## src/rtl/bram18_pkg.sv

```systemverilog
// Shared widths, RAM operation encoding and byte-parity helper for the
// single-port block RAM FIFO controller.
package bram18_pkg;
  localparam int DW = 16;
  localparam int PW = 2;

  typedef enum logic [1:0] {
    OP_IDLE = 2'd0,
    OP_WR   = 2'd1,
    OP_RD   = 2'd2
  } op_e;

  // One parity bit per byte; odd=1 flips each bit for odd parity.
  function automatic logic [PW-1:0] par16(input logic [DW-1:0] data, input logic odd);
    logic [PW-1:0] p;
    p = '0;
    for (int b = 0; b < PW; b++) p[b] = (^data[8*b +: 8]) ^ odd;
    return p;
  endfunction
endpackage

```

## src/rtl/bram18_fifo_ctrl_rd_stage.sv

```systemverilog
// Read-return stage: tracks the in-flight RAM read, captures RAM_DO into the
// output register one cycle after the grant and checks its parity.
module bram18_rd_stage
  import bram18_pkg::*;
#(
  parameter bit PAR_ODD = 1'b0
) (
  input  logic          i_clk,
  input  logic          i_rst,
  input  logic          i_rd_grant,
  input  logic          i_m_ready,
  input  logic [DW-1:0] i_ram_do,
  input  logic [PW-1:0] i_ram_dop,
  output logic          o_rd_pend,
  output logic          o_m_valid,
  output logic [DW-1:0] o_m_data,
  output logic          o_m_perr,
  output logic          o_perr
);
  logic          r_rd_pend;
  logic          r_m_valid;
  logic [DW-1:0] r_m_data;
  logic          r_m_perr;
  logic          r_perr;
  logic          w_bad;

  assign w_bad = (i_ram_dop != par16(i_ram_do, PAR_ODD));

  always_ff @(posedge i_clk or posedge i_rst) begin
    if (i_rst) begin
      r_rd_pend <= 1'b0;
      r_m_valid <= 1'b0;
      r_m_data  <= '0;
      r_m_perr  <= 1'b0;
      r_perr    <= 1'b0;
    end else begin
      r_rd_pend <= i_rd_grant;
      // A capture overwrites the word being consumed in the same cycle.
      if (r_rd_pend) begin
        r_m_data  <= i_ram_do;
        r_m_valid <= 1'b1;
        r_m_perr  <= w_bad;
        if (w_bad) r_perr <= 1'b1;
      end else if (r_m_valid && i_m_ready) begin
        r_m_valid <= 1'b0;
      end
    end
  end

  assign o_rd_pend = r_rd_pend;
  assign o_m_valid = r_m_valid;
  assign o_m_data  = r_m_data;
  assign o_m_perr  = r_m_perr;
  assign o_perr    = r_perr;
endmodule

```

## src/rtl/bram18_fifo_ctrl.sv

```systemverilog
// FIFO controller for one single-port 1Kx18 block RAM: arbitrates one write or
// read per cycle, owns pointers and entry count, generates write parity.
module bram18_fifo_ctrl
  import bram18_pkg::*;
#(
  parameter int AW      = 10,
  parameter bit PAR_ODD = 1'b0,
  parameter int AF_TH   = 1000
) (
  input  logic          i_clk,
  input  logic          i_rst,
  input  logic          i_s_valid,
  input  logic [DW-1:0] i_s_data,
  output logic          o_s_ready,
  output logic          o_m_valid,
  output logic [DW-1:0] o_m_data,
  output logic          o_m_perr,
  input  logic          i_m_ready,
  output logic [AW:0]   o_level,
  output logic          o_full,
  output logic          o_almost_full,
  output logic          o_perr,
  output logic [AW-1:0] o_ram_addr,
  output logic [DW-1:0] o_ram_di,
  output logic [PW-1:0] o_ram_dip,
  output logic          o_ram_en,
  output logic          o_ram_we,
  output logic          o_ram_ssr,
  input  logic [DW-1:0] i_ram_do,
  input  logic [PW-1:0] i_ram_dop
);
  localparam logic [AW:0] DEPTH  = {1'b1, {AW{1'b0}}};
  localparam logic [AW:0] AF_LVL = (AW+1)'(AF_TH);

  logic [AW-1:0] r_wptr;
  logic [AW-1:0] r_rptr;
  logic [AW:0]   r_cnt;
  logic          r_last_wr;
  logic          w_rd_pend;
  logic          w_wr_ok;
  logic          w_rd_ok;
  logic [AW:0]   w_level;
  op_e           w_op;

  assign w_wr_ok = i_s_valid && (r_cnt < DEPTH);
  assign w_rd_ok = (r_cnt != '0) && !w_rd_pend && (!o_m_valid || i_m_ready);

  // Under contention the op that did not run last time wins.
  always_comb begin
    w_op = OP_IDLE;
    if (w_wr_ok && w_rd_ok) w_op = r_last_wr ? OP_RD : OP_WR;
    else if (w_wr_ok)       w_op = OP_WR;
    else if (w_rd_ok)       w_op = OP_RD;
  end

  always_ff @(posedge i_clk or posedge i_rst) begin
    if (i_rst) begin
      r_wptr    <= '0;
      r_rptr    <= '0;
      r_cnt     <= '0;
      r_last_wr <= 1'b0;
    end else begin
      case (w_op)
        OP_WR: begin
          r_wptr    <= r_wptr + AW'(1);
          r_cnt     <= r_cnt + (AW+1)'(1);
          r_last_wr <= 1'b1;
        end
        OP_RD: begin
          r_rptr    <= r_rptr + AW'(1);
          r_cnt     <= r_cnt - (AW+1)'(1);
          r_last_wr <= 1'b0;
        end
        default: ;
      endcase
    end
  end

  bram18_rd_stage #(.PAR_ODD(PAR_ODD)) u_rd_stage (
    .i_clk      (i_clk),
    .i_rst      (i_rst),
    .i_rd_grant (w_op == OP_RD),
    .i_m_ready  (i_m_ready),
    .i_ram_do   (i_ram_do),
    .i_ram_dop  (i_ram_dop),
    .o_rd_pend  (w_rd_pend),
    .o_m_valid  (o_m_valid),
    .o_m_data   (o_m_data),
    .o_m_perr   (o_m_perr),
    .o_perr     (o_perr)
  );

  assign w_level       = r_cnt + (AW+1)'(w_rd_pend) + (AW+1)'(o_m_valid);
  assign o_level       = w_level;
  assign o_full        = (r_cnt == DEPTH);
  assign o_almost_full = (w_level >= AF_LVL);
  assign o_s_ready     = !o_full && !(w_rd_ok && r_last_wr);

  assign o_ram_en   = (w_op != OP_IDLE) && !i_rst;
  assign o_ram_we   = (w_op == OP_WR) && !i_rst;
  assign o_ram_addr = (w_op == OP_RD) ? r_rptr : r_wptr;
  assign o_ram_di   = i_s_data;
  assign o_ram_dip  = par16(i_s_data, PAR_ODD);
  assign o_ram_ssr  = 1'b0;
endmodule

```

## config.mk

```make
export PLATFORM = sky130hd
export DESIGN_NAME = bram18_fifo_ctrl
export DESIGN_NICKNAME = d
export VERILOG_FILES = /design/src/rtl/bram18_pkg.sv /design/src/rtl/bram18_fifo_ctrl_rd_stage.sv /design/src/rtl/bram18_fifo_ctrl.sv
export SDC_FILE = /design/constraint.sdc
export NUM_CORES = 1
export LEC_CHECK = 0
export ABC_AREA = 1
export CAP_MARGIN = 10
export CORE_MARGIN = 2
export CORE_UTILIZATION = 45
export DETAILED_ROUTE_END_ITERATION = 10
export DONT_BUFFER_PORTS = 1
export HOLD_SLACK_MARGIN = 0.08
export SYNTH_ARGS = -nofsm -noshare
export SYNTH_HDL_FRONTEND = slang
export SYNTH_SLANG_ARGS = --single-unit
```

## constraint.sdc

```tcl
create_clock -name i_clk -period 2.4 [get_ports i_clk]
set_input_delay 0.24 -clock i_clk [delete_from_list [all_inputs] [get_ports i_clk]]
set_output_delay 0.24 -clock i_clk [all_outputs]
set_load 0.05 [all_outputs]
```

==> run metrics, run 1 <==
crit path from r_cnt[6]; max-slew violations 0; first-pass GRT wire length roughly 17000 um; RSZ-0062 raised after global routing true; Worst slew margin 0.575; Final setup violation count 22; Core Area 7810 sq um; Crit path max-delay family simple AND/OR/NAND/NOR gates; Hold Path Class in -> reg; Mapped Cells 507; drt wl/cell ~14 um; area delta synth->final 47.3%; DRT iter0 DRCs between 100 and 150; die height 94.4 um; CP Cell Sequence inv_2, nand4_1, nor2_2, nand3_2, o211ai_1, inv_2, buf_6, ha_4, buf_8, mux2_4; commonest non-fill, non-tap cells in the layout nand2_1, buf_4, dfrtp_1; antenna-violating nets left 0; fin nets ~660; CTS Buffer Depth 2; I/O pins ~100; CTS tree yes; Hold Worst Slack 0.104 ns; final core occ 0.694; detailed-route wire length about 10000 um; synth unique cells 35; clk_skew 0.00865 ns; Synth Register Bits 52; vias in the first global route about 3.6k; highest-delay cell along the critical path dfrtp_1; Buf+Inv Stages, Crit Path 4; vias about 3.5k; Rows 32; failing checks negative setup slack; CP most frequent cell inv_2; syn nets around 550; CP max FO 7; critical path capture point type output pin; worst path required time approximately 2.2 ns; Final Cycle Share 1.06; Detail Placement HPWL 6930 um; Mean Syn Cell Area between 7 and 8 sq um; Max Cap Viol 0; die width roughly 94 um; Worst Path Arrival approximately 2.3 ns; synthesis warning total 0; status finished with violations; minimum clock period 2.55 ns; DRC viols 0; final worst slack -0.148 ns; TritonCTS Buffers 5; die area a little under 9000 sq um; H-tree Lvls 2; Root Buffer clkbuf_8; sequential share of the synthesized area 0.354; gpl congestion roughly 0.94; starting density of the core 0.471; total grt overflow 0; clk_lat worst skew about 0.31 ns; post-synthesis async set-or-reset flop share 1.00; commonest non-fill, non-tap cell in the layout nand2_1; Post-synth EDFFs 0; antenna violations before repair 0; largest net degree at the start of global routing 28; Sink Count 52; Vias/cell about 5; Cell Area, Synth approximately 3700 sq um; I/O Buffers 0; worst-margin pin slew approximately 0.64 ns; hold_sp i_ram_do[1]; ratio of cells with drive above 1 in the final layout 0.366; RR Startpoint r_cnt[6]; Hold Fails Final Rpt 0; Antenna Cells 0; CP Launch Type flop; Tot GR Track Use 0.233; Max stage delay on crit path approximately 0.42 ns; fillers about 640; clock-pin slew on the worst setup and hold paths ~0.11 ns; Synth Flop Type dfrtp_1; crit path kind reg -> out; highest clock rate 0.392 GHz; DRT Pass-1 Iters 4
[cell families (layout without fill, tap and decap cells)]
logic type               count (synthesis)  after routing  share of synthesized area
AND/OR/NAND/NOR                        262            262                      0.309
buffers and inverters                  102            207                      0.134
flip-flops                              52             52                      0.354
XOR/XNOR                                46             46                      0.110
AO/OA/AOI/OAI                           33             33                     0.0531
adder cells (fa/ha/maj)                  9              9                     0.0327
multiplexers                             2              2                    0.00613
other                                    1              1                    0.00102
[layer usage]
metal,vias up,track usage,wire (um)
li1,1751,-,-
met2,105,0.406,4960
met3,8,0.0431,608
met1,1667,0.306,4470
met4,0,0.0435,64
met5,-,0,0
[sequential cells by signal (all words and copies together) (netlist names), 10 cells and up]
signal / cells
u_rd_stage.o_m_data: 16
r_wptr: 10
r_rptr: 10
r_cnt: 11
[layout make-up]
type | count | area (sq um) | area share
clock inverters | 3 | 27.5 | 0.00508
clock buffers | 5 | 68.8 | 0.0127
multi-input cells | 353 | 2330 | 0.430
flip-flops and latches | 52 | 1300 | 0.241
repair buffers | 127 | 1280 | 0.236
inverters | 72 | 282 | 0.0520
well taps | 102 | 128 | 0.0236
[stage by stage]
step,area (sq um),instances,setup TNS [ns],setup slack (ns)
floorplan,3800,507,-0.278,-0.0750
CTS,5230,704,-1.60,-0.220
global route,5420,714,-4.86,-0.329
global placement,4520,663,-0.230,-0.0634
finish,5420,714,-1.45,-0.148
detailed placement,4520,663,-1.04,-0.125
[path summary, 6_finish.rpt]
kind / endpoint / slack (ns) / depth (start not counted)
max in group asynchronous: r_rptr[8] / 1.38 / 3
setup / recovery: o_ram_addr[4] / -0.15 / 10
hold / removal: u_rd_stage.o_m_data[1] / 0.10 / 2
hold reg to reg: r_wptr[6] / 0.51 / 2
min in group asynchronous: r_last_wr / 0.45 / 2
setup reg to reg: r_cnt[10] / -0.13 / 21
[timing repair]
action | CTS | global route
pin swaps | 36 | 40
cloned | 1 | 0
hold endpoints to repair | 40 | 0
hold buffers | 16 | 0
endpoints found under the setup margin | 32 | 32
gates resized for setup | 70 | 44
buffers inserted | 16 | 13
[cell usage after synthesis (all sizes together) (2+ instances only)]
library cell,number,area (sq um)
nand3b,3,22.5
o21ai,26,138
buf,25,204
o211ai,2,15.0
or2,2,12.5
nand3,37,195
ha,8,100
clkbuf,5,18.8
nand2,175,672
nand4,8,50.1
nor2,30,133
a21oi,2,10.0
dfrtp,52,1300
nor3,5,40.0
inv,72,270
nor4,2,12.5
mux2,2,22.5
xnor2,23,201
xor2,23,201
Power of run 1 is left out: the tool's default activity adds up to more than one toggle a clock period on the data nets, which glitch-free logic cannot reach.
==> run 2, diff against run 1 <==
SLEW_MARGIN = 5   (was not set)
==> results of run 2 <==
No change in the layout: final DEF, timing and power equal those of run 1.
Power of run 2 is left out for the same reason.
